**src/rtl/mannix_sched_pkg.sv**
```systemverilog
// Shared types for the Mannix job scheduler: FSM state encoding and the
// queued job record. Widths match the scheduler's default parameters.
package mannix_sched_pkg;

  localparam int unsigned SCHED_NUM_ENG    = 4;
  localparam int unsigned SCHED_DESC_WIDTH = 128;
  localparam int unsigned SCHED_ENG_ID_W   = 2;

  typedef enum logic [1:0] {
    IDLE    = 2'd0,
    CHECK   = 2'd1,
    BARRIER = 2'd2
  } sched_state_e;

  typedef struct packed {
    logic [SCHED_ENG_ID_W-1:0]   eng;
    logic                        barrier;
    logic [SCHED_DESC_WIDTH-1:0] desc;
  } sched_job_t;

endpackage

```
**src/rtl/mannix_sched_fifo.sv**
```systemverilog
// Synchronous job FIFO with occupancy count. A push is taken only when not
// full and a pop only when not empty, so both may happen in one cycle.
module mannix_sched_fifo
  import mannix_sched_pkg::*;
#(
  parameter type         T     = sched_job_t,
  parameter int unsigned DEPTH = 8,
  localparam int unsigned PTR_W = (DEPTH > 1) ? $clog2(DEPTH) : 1,
  localparam int unsigned CNT_W = PTR_W + 1
) (
  input  logic             clk,
  input  logic             rst_n,
  input  logic             push_i,
  input  T                 data_i,
  input  logic             pop_i,
  output T                 head_o,
  output logic [CNT_W-1:0] count_o,
  output logic             full_o,
  output logic             empty_o
);

  T                 mem_q [DEPTH];
  logic [PTR_W-1:0] wr_ptr_q, rd_ptr_q;
  logic [CNT_W-1:0] count_q, count_d;
  logic             push_ok, pop_ok;

  assign full_o  = (count_q == CNT_W'(DEPTH));
  assign empty_o = (count_q == '0);
  assign count_o = count_q;
  assign head_o  = mem_q[rd_ptr_q];

  assign push_ok = push_i && !full_o;
  assign pop_ok  = pop_i && !empty_o;

  // Occupancy next-state from the accepted push/pop pair.
  always_comb begin
    // NOTE: every always_comb output gets a default first so no path can leave it unassigned and infer a latch.
    count_d = count_q;
    if (push_ok && !pop_ok) begin
      count_d = count_q + CNT_W'(1);
    end else if (pop_ok && !push_ok) begin
      count_d = count_q - CNT_W'(1);
    end
  end

  // Pointer and count registers; pointers wrap because DEPTH is a power of two.
  always_ff @(posedge clk) begin
    // NOTE: sequential state uses non-blocking assignments so every register samples pre-edge values.
    if (!rst_n) begin
      wr_ptr_q <= '0;
      rd_ptr_q <= '0;
      count_q  <= '0;
    end else begin
      count_q <= count_d;
      if (push_ok) wr_ptr_q <= wr_ptr_q + PTR_W'(1);
      if (pop_ok)  rd_ptr_q <= rd_ptr_q + PTR_W'(1);
    end
  end

  // Storage array write port.
  always_ff @(posedge clk) begin
    // NOTE: the storage array is deliberately not reset; the count alone decides which entries are meaningful.
    if (push_ok) mem_q[wr_ptr_q] <= data_i;
  end

endmodule

```
**src/rtl/mannix_job_sched.sv**
```systemverilog
// Mannix job scheduler: in-order job queue feeding NUM_ENG compute engines,
// with per-engine busy tracking, optional all-idle barriers, a completed-job
// counter and sticky error flags.
module mannix_job_sched
  import mannix_sched_pkg::*;
#(
  parameter int unsigned NUM_ENG     = 4,
  parameter int unsigned DESC_WIDTH  = 128,
  parameter int unsigned QUEUE_DEPTH = 8,
  parameter int unsigned ENG_ID_W    = (NUM_ENG > 1) ? $clog2(NUM_ENG) : 1,
  parameter int unsigned CNT_W       = 16
) (
  input  logic                  clk,
  input  logic                  rst_n,
  input  logic                  sw_job_valid,
  output logic                  sw_job_ready,
  input  logic [ENG_ID_W-1:0]   sw_job_eng,
  input  logic                  sw_job_barrier,
  input  logic [DESC_WIDTH-1:0] sw_job_desc,
  output logic [NUM_ENG-1:0]    eng_go,
  output logic [DESC_WIDTH-1:0] eng_desc,
  input  logic [NUM_ENG-1:0]    eng_done,
  output logic [NUM_ENG-1:0]    eng_busy,
  output logic                  sched_idle,
  output logic [CNT_W-1:0]      jobs_done_cnt,
  output logic                  err_bad_eng,
  output logic                  err_spurious_done
);

  localparam int unsigned QCNT_W = $clog2(QUEUE_DEPTH) + 1;

  // Job record sized by this instance's parameters.
  typedef struct packed {
    logic [ENG_ID_W-1:0]   eng;
    logic                  barrier;
    logic [DESC_WIDTH-1:0] desc;
  } job_t;

  sched_state_e          state_q, state_d;
  logic [NUM_ENG-1:0]    busy_q, go_q;
  logic [DESC_WIDTH-1:0] desc_q;
  logic [CNT_W-1:0]      cnt_q;
  logic                  err_bad_q, err_spur_q;

  job_t                  push_job, head;
  logic [QCNT_W-1:0]     fifo_count;
  logic                  fifo_full, fifo_empty;
  logic                  push, pop, issue, bad_set;
  logic                  head_bad, target_busy, more_after_pop;
  logic [NUM_ENG-1:0]    head_onehot, done_ok;
  logic [CNT_W-1:0]      done_inc;

  assign sw_job_ready = !fifo_full;
  assign push         = sw_job_valid && sw_job_ready;

  assign push_job.eng     = sw_job_eng;
  assign push_job.barrier = sw_job_barrier;
  assign push_job.desc    = sw_job_desc;

  mannix_sched_fifo #(
    .T     (job_t),
    .DEPTH (QUEUE_DEPTH)
  ) u_fifo (
    .clk     (clk),
    .rst_n   (rst_n),
    .push_i  (push),
    .data_i  (push_job),
    .pop_i   (pop),
    .head_o  (head),
    .count_o (fifo_count),
    .full_o  (fifo_full),
    .empty_o (fifo_empty)
  );

  // Decode the head job's target and count this cycle's legitimate completions.
  always_comb begin
    head_onehot = '0;
    for (int i = 0; i < NUM_ENG; i++) begin
      head_onehot[i] = (head.eng == ENG_ID_W'(i));
    end
    head_bad       = (32'(head.eng) >= NUM_ENG);
    target_busy    = |(busy_q & head_onehot);
    more_after_pop = (fifo_count > QCNT_W'(1)) || push;
    done_ok        = eng_done & busy_q;
    done_inc       = '0;
    for (int i = 0; i < NUM_ENG; i++) begin
      done_inc = done_inc + CNT_W'(done_ok[i]);
    end
  end

  // Dispatch FSM next-state and issue/pop decisions.
  always_comb begin
    state_d = state_q;
    pop     = 1'b0;
    issue   = 1'b0;
    bad_set = 1'b0;
    unique case (state_q)
      IDLE: begin
        // A push this cycle makes the head visible next cycle, so CHECK is ready for it.
        if (!fifo_empty || push) state_d = CHECK;
      end
      CHECK: begin
        if (fifo_empty) begin
          state_d = IDLE;
        end else if (head_bad) begin
          pop     = 1'b1;
          bad_set = 1'b1;
          state_d = more_after_pop ? CHECK : IDLE;
        end else if (head.barrier && (busy_q != '0)) begin
          state_d = BARRIER;
        end else if (!target_busy) begin
          pop     = 1'b1;
          issue   = 1'b1;
          state_d = more_after_pop ? CHECK : IDLE;
        end
      end
      BARRIER: begin
        // All engines idle means the held barrier job's target is idle too; issue now.
        if (busy_q == '0) begin
          pop     = 1'b1;
          issue   = 1'b1;
          state_d = more_after_pop ? CHECK : IDLE;
        end
      end
      default: state_d = IDLE;
    endcase
  end

  // State, busy vector, issue outputs, completion counter and sticky errors.
  always_ff @(posedge clk) begin
    if (!rst_n) begin
      state_q    <= IDLE;
      busy_q     <= '0;
      go_q       <= '0;
      desc_q     <= '0;
      cnt_q      <= '0;
      err_bad_q  <= 1'b0;
      err_spur_q <= 1'b0;
    end else begin
      state_q    <= state_d;
      busy_q     <= (busy_q & ~done_ok) | (issue ? head_onehot : '0);
      go_q       <= issue ? head_onehot : '0;
      if (issue) desc_q <= head.desc;
      cnt_q      <= cnt_q + done_inc;
      err_bad_q  <= err_bad_q | bad_set;
      err_spur_q <= err_spur_q | (|(eng_done & ~busy_q));
    end
  end

  assign eng_go            = go_q;
  assign eng_desc          = desc_q;
  assign eng_busy          = busy_q;
  assign jobs_done_cnt     = cnt_q;
  assign err_bad_eng       = err_bad_q;
  assign err_spurious_done = err_spur_q;
  assign sched_idle        = fifo_empty && (busy_q == '0);

endmodule

```
**config.mk**
```make
export PLATFORM = sky130hd
export DESIGN_NAME = mannix_job_sched
export DESIGN_NICKNAME = d
export VERILOG_FILES = /design/src/rtl/mannix_sched_pkg.sv /design/src/rtl/mannix_sched_fifo.sv /design/src/rtl/mannix_job_sched.sv
export SDC_FILE = /design/constraint.sdc
export NUM_CORES = 1
export LEC_CHECK = 0
export ABC_CLOCK_PERIOD_IN_PS = 36500
export CAP_MARGIN = 25
export CELL_PAD_IN_SITES_DETAIL_PLACEMENT = 0
export CELL_PAD_IN_SITES_GLOBAL_PLACEMENT = 1
export CORE_ASPECT_RATIO = 1.25
export CORE_MARGIN = 3
export CORE_UTILIZATION = 31
export CTS_CLUSTER_SIZE = 10
export DETAILED_ROUTE_END_ITERATION = 16
export PLACE_DENSITY = 0.59
export SYNTH_ARGS = -nofsm -noshare
export SYNTH_HDL_FRONTEND = slang
export SYNTH_HIERARCHICAL = 1
export SYNTH_SLANG_ARGS = --single-unit
```
**constraint.sdc**
```tcl
create_clock -name clk -period 36.5 [get_ports clk]
set_input_delay 5.475 -clock clk [delete_from_list [all_inputs] [get_ports clk]]
set_output_delay 5.475 -clock clk [all_outputs]
set_load 0.01 [all_outputs]
```
# Yosys cells after proc, flatten, opt, wreduce, memory -nomap -nowiden
# Memory sizes are Yosys's and may differ from the RTL's. A register that Yosys moved wholly into a read port is not among the register bits.
# Cells that the tools add are included.
# word_totals
reg_bits	165
ram_bits	1048
input_bits	138
output_inout_bits	156
wordCells	77
mem_count	1
# mem_list
name	words	width	rd	rd_clocked_by_memory_dff	write_ports	line	source
u_fifo.mem_q	8	131	1	1	1	mannix_sched_fifo.sv:22	T mem_q [DEPTH];
# classes
add_sub_neg	8
magnitude_cmp	1
eq_ne	9
n_mux	19
bitwise_logic	8
n_reduce_logical	22
# ops
cell	n
adder 16 x 4 -> 16 bit	1
bitwise AND 4 bit	4
2-to-1 mux 4 bit	3
2-to-1 mux 2 bit	5
logical NOT 4 bit	2
inverter 4 bit	2
OR reduction 4 bit	2
logical AND 1 bit	7
2-to-1 mux 1 bit	7
adder 3 x 1 -> 3 bit (second input constant)	2
== test 2 bit (second input constant)	3
2-to-1 mux 3 bit	2
case mux 2 bit (3 select lines)	1
adder 3 x 1 -> 4 bit	1
adder 4 x 1 -> 4 bit (second input constant)	1
== test 2 x 1 -> 1 bit (second input constant)	2
== test 4 bit (second input constant)	1
> comparator 4 x 1 -> 1 bit (second input constant)	1
logical NOT 1 bit	4
logical NOT 2 bit	2
!= test 2 bit (second input constant)	2
!= test 4 bit (second input constant)	1
OR 4 bit	1
nonzero test 4 bit	1
other kinds (8)	9

# Longest topological paths before layout
# logic_depth
ltp_word	11
depth_mapped	18
mapped_depth_nobuf	13

# By module
# Netlist, hierarchy kept.
# by_module_without_submodules
module	instances	cells_each	area_each_um2	seq_area_each_um2
mannix_sched_fifo	1	1587	39969.6	31730.4
mannix_job_sched	1	716	6000.8	3103.0

# Worst setup path after synthesis
# Ideal clock, no wire load.
# synth_timing
kind	input to register
startpoint	in sw_job_valid
endpoint	mem u_fifo/mem_q[0][0] (netlist name) (enable)
setup_ns	0.942
arrival_time_ns	18.098
required_ns	35.558
setup_slack_ns	17.460
stages	4
path_buffers	0
path_cell_list	nand2b_1 inv_1 nand2_1 nor4_1
# synth_between
elab_chain_cells	4
# synth_lines
element	line	source
start, declared	mannix_job_sched.sv:15	input logic sw_job_valid,
logical AND 1 bit	mannix_job_sched.sv:54	assign push = sw_job_valid && sw_job_ready;
via push	mannix_job_sched.sv:48	logic push, pop, issue, bad_set;
logical AND 1 bit	mannix_sched_fifo.sv:32	assign push_ok = push_i && !full_o;
2-to-1 mux 1 bit	mannix_sched_fifo.sv:63	if (push_ok) mem_q[wr_ptr_q] <= data_i;
2-to-1 mux 1 bit (not written as such)	mannix_sched_fifo.sv:63	
end, declared	mannix_sched_fifo.sv:22	
# The timed path passes the listed nets, and every way through them passes these cells.

# Worst setup path in the final report
# layout_timing
startpoint	in sw_job_valid
endpoint	mem u_fifo/mem_q[7][93] (netlist name) (enable)
# layout_between
elab_chain_cells	4
# layout_lines
element	line	source
logical AND 1 bit	mannix_job_sched.sv:54	
via push	mannix_job_sched.sv:48	
logical AND 1 bit	mannix_sched_fifo.sv:32	
via u_fifo.push_ok	mannix_sched_fifo.sv:25	logic push_ok, pop_ok;
2-to-1 mux 1 bit	mannix_sched_fifo.sv:63	
2-to-1 mux 1 bit (not written as such)	mannix_sched_fifo.sv:63	
# The timed path passes the listed nets, and every way through them passes these cells.

==> metrics.yaml <==
cts:
  postCtsSetupRepairBufs: 0
  numCtsBuffers: 142
  postCtsResizedCells: 0
  cts_htree_levels: 4
  cts_hold_buf: 0
  clk_latency_ns: 0.76
  clk_path_buf_depth: 3
  clock_tree_from_tritoncts: "built"
  clk_transition_reported_paths_ns: 0.05
  cts.sink_count: 1216
  cts_root_buf: "sky130_fd_sc_hd__clkbuf_16"
worst_setup_path:
  worstPathCellList: "clkdlybuf4s50_1 > nand2b_1 > inv_1 > nand2_1 > inv_1 > nand2_1 > nor2_4 > buf_4"
  worst_path_max_delay_cell: "sky130_fd_sc_hd__buf_4"
  timing.critical_path.slowest_cell_delay_ns: 0.88
  worst-r2r-cell-count: 14
  criticalPathCategory: "input port to register"
  arrival_ns: 8.60
  maximum_net_fanout_on_the_critical_path: 56
  setup.worst_path.start_class: "input port"
  critPathCaptureType: "register"
  crit_required_ns: 36.85
final_layout:
  finalNetCount: 2792
  finalInstanceArea_um2: 55190
  layout.cells.most_common: "sky130_fd_sc_hd__edfxtp_1"
  commonest_non_fill_non_tap_cells_in_the_layout: "1048 x sky130_fd_sc_hd__edfxtp_1, 291 x sky130_fd_sc_hd__clkdlybuf4s50_1, 263 x sky130_fd_sc_hd__mux4_2, 165 x sky130_fd_sc_hd__dfxtp_1, 146 x sky130_fd_sc_hd__nand2_1"
  drive_above_1_share_pct: 22.08
  area_growth_syn_to_layout_pct: 20.06
logic_synthesis:
  synth-edff-count: 1048
  synth_area_leader_cell: "sky130_fd_sc_hd__edfxtp_1"
  yosys_register_bits: 1216
  synth-warning-count: 6
  syn-instance-count: 2303
  async_flop_share_pct: 0
  synth_cell_types: 52
  synth_seq_area_share_pct: 75.77
  synth_area_per_cell_um2: 19.96
  post_synthesis_net_count: 2455
  yosys-top-cells-area: "sky130_fd_sc_hd__edfxtp_1 68%, sky130_fd_sc_hd__mux4_2 13%, sky130_fd_sc_hd__dfxtp_1 7.3%"
  synth_top_flop_cell: "sky130_fd_sc_hd__edfxtp_1"
  post_synth_instance_area_um2: 45970
  yosysTopAreaCellShare_pct: 68.46
place:
  placement.setup.worst_slack_ns: 27.42
  place.gp.congestion: 0.7362
  place.port_buffers: 292
  post-dp-hpwl_um: 61320
  post_dp_cell_area_um2: 50860
routing:
  drtIter0Drc: 1525
  dr_total_vias: 22370
  drcViolationCount: 0
  antenna_violating_nets_post_route: 0
  number_of_vias_per_cell_after_detailed_routing: 4.782
  route.detailed.wl_per_inst_um: 22.89
  detail_route.first_pass.iterations: 5
  wirelength_um: 107000
floorplan:
  top_level_port_count: 294
  die_y_um: 436.5
  core.rowCount: 157
  fp.coreArea_um2: 146900
  start_util_pct: 31.29
  die_area_um2: 153000
  chipWidth_um: 350.4
grt:
  grt_pass1_wl_um: 159000
  overflow: 0
  maximum_number_of_pins_on_one_net_before_global_route_repair: 132
  first_global_vias: 24250
  grt_use_total_pct: 14.03
  grt_antenna_before_repair: 41
pwr:
  p_leak_nw: 16.85
  cellPowerDensity_nw_per_um2: 61.73
  ir_drop_v: 0.00003870
  total_design_power_mw: 3.407
timing:
  max_freq_mhz: 121.3
  tns_ns: 0
  finalSetupViolCount: 0
  grt_setup_unrepaired: "no"
  share_of_the_clock_period_used_by_the_worst_path_pct: 22.59
  timing.max_slew.rel_slack_pct: 30.80
  timing_hold_violations_final: 0
  final.min_clock_period_ns: 8.246
  fin_ws_ns: 28.25
  slew_viol_final: 0
  worst_clock_skew_ns: 0.02823
  tightestPinTransition_ns: 1.038
run:
  timing.max_cap.violations: 0
hold_path:
  hold_path_cells: 2
  hp-class: "register to register"
status:
  run_status: "finished, final reports clean"
metrics by stage:
stage / hold slack [ns] / instances / util, %
after floorplan: 0.4677 / 2303 / -
after global routing: 0.4640 / 4668 / 37.55
after CTS: 0.4525 / 4665 / 37.53
after global placement: 0.4367 / 4402 / 34.60
after detailed placement: 0.4400 / 4403 / 34.62
final: 0.4458 / 4677 / 37.56
cells by family (layout without fill, tap and decap cells):
group                      Yosys count  in the layout  synth area share [%]
AOI/OAI and AO/OA                  157            157                 1.875
xor gates and xnor gates            17             17                0.3239
adders and majority gates           14             14                0.4464
buffers and inverters              152            607                 1.913
DFF                               1216           1216                 75.77
muxes                              399            399                 16.20
other                                1             12              0.008157
and+or+nand+nor                    347            347                 3.457
cells in the mapped netlist (11+ instances only):
master / number
sky130_fd_sc_hd__nor2_1: 23
sky130_fd_sc_hd__dfxtp_1: 168
sky130_fd_sc_hd__inv_1: 17
sky130_fd_sc_hd__edfxtp_1: 1048
sky130_fd_sc_hd__buf_2: 28
sky130_fd_sc_hd__o21ai_0: 35
sky130_fd_sc_hd__nand3_1: 136
sky130_fd_sc_hd__o21ai_1: 101
sky130_fd_sc_hd__nand2_1: 146
sky130_fd_sc_hd__mux2_2: 131
sky130_fd_sc_hd__buf_6: 33
sky130_fd_sc_hd__xor2_1: 11
sky130_fd_sc_hd__clkbuf_1: 54
sky130_fd_sc_hd__buf_1: 11
sky130_fd_sc_hd__mux4_2: 263
metal layers:
layer / wire, um / up-vias / global-route usage (%)
li1: - / 9969 / -
met1: 43130 / 11680 / 16.96
met2: 53460 / 476 / 23.40
met3: 7758 / 198 / 5.066
met4: 2418 / 46 / 4.295
met5: 282 / - / 0
area by class of cell:
class / instances / area (um2)
multi-input cells: 935 / 10310
well taps: 1908 / 2387
repair buffers: 328 / 3288
inverters: 17 / 63.81
diodes: 11 / 27.53
clock buffers: 245 / 4034
flip-flops and latches: 1216 / 34840
fillers: 13310 / 91740
clock inverters: 17 / 241.5
flip-flops by register name, indices dropped and copies added, names as in the netlist, named ones only:
signal / flops
u_fifo/mem_q: 1048
eng_desc: 128
jobs_done_cnt: 16
eng_busy: 4
eng_go: 4
u_fifo/count_o: 4
u_fifo/rd_ptr_q: 3
u_fifo/wr_ptr_q: 3
state_q: 2
err_spurious_done: 1
critical path, delay by kind of cell:
family,cells,cell delay (ns)
buffers and inverters,4,1.67
and+or+nand+nor,4,1.36
path summary, 6_finish.rpt:
| path | start | to | slack (ns) |
|---|---|---|---|
| setup / recovery | sw_job_valid | u_fifo/mem_q[7][93] | 28.25 |
| hold / removal | eng_desc[106] | eng_desc[106] | 0.45 |
| setup reg to reg | register | u_fifo/count_o[3] | 30.63 |
| hold reg to reg | eng_desc[106] | eng_desc[106] | 0.45 |
power by group:
part | leakage, nW | switching (mW) | total, mW | internal (mW)
logic | 3.95 | 0.238 | 0.438 | 0.199
registers | 10.9 | 0.0386 | 1.67 | 1.63
clock network | 2.04 | 0.534 | 1.30 | 0.766
total | 16.9 | 0.811 | 3.41 | 2.60
Power figures use the tool's default switching activity.
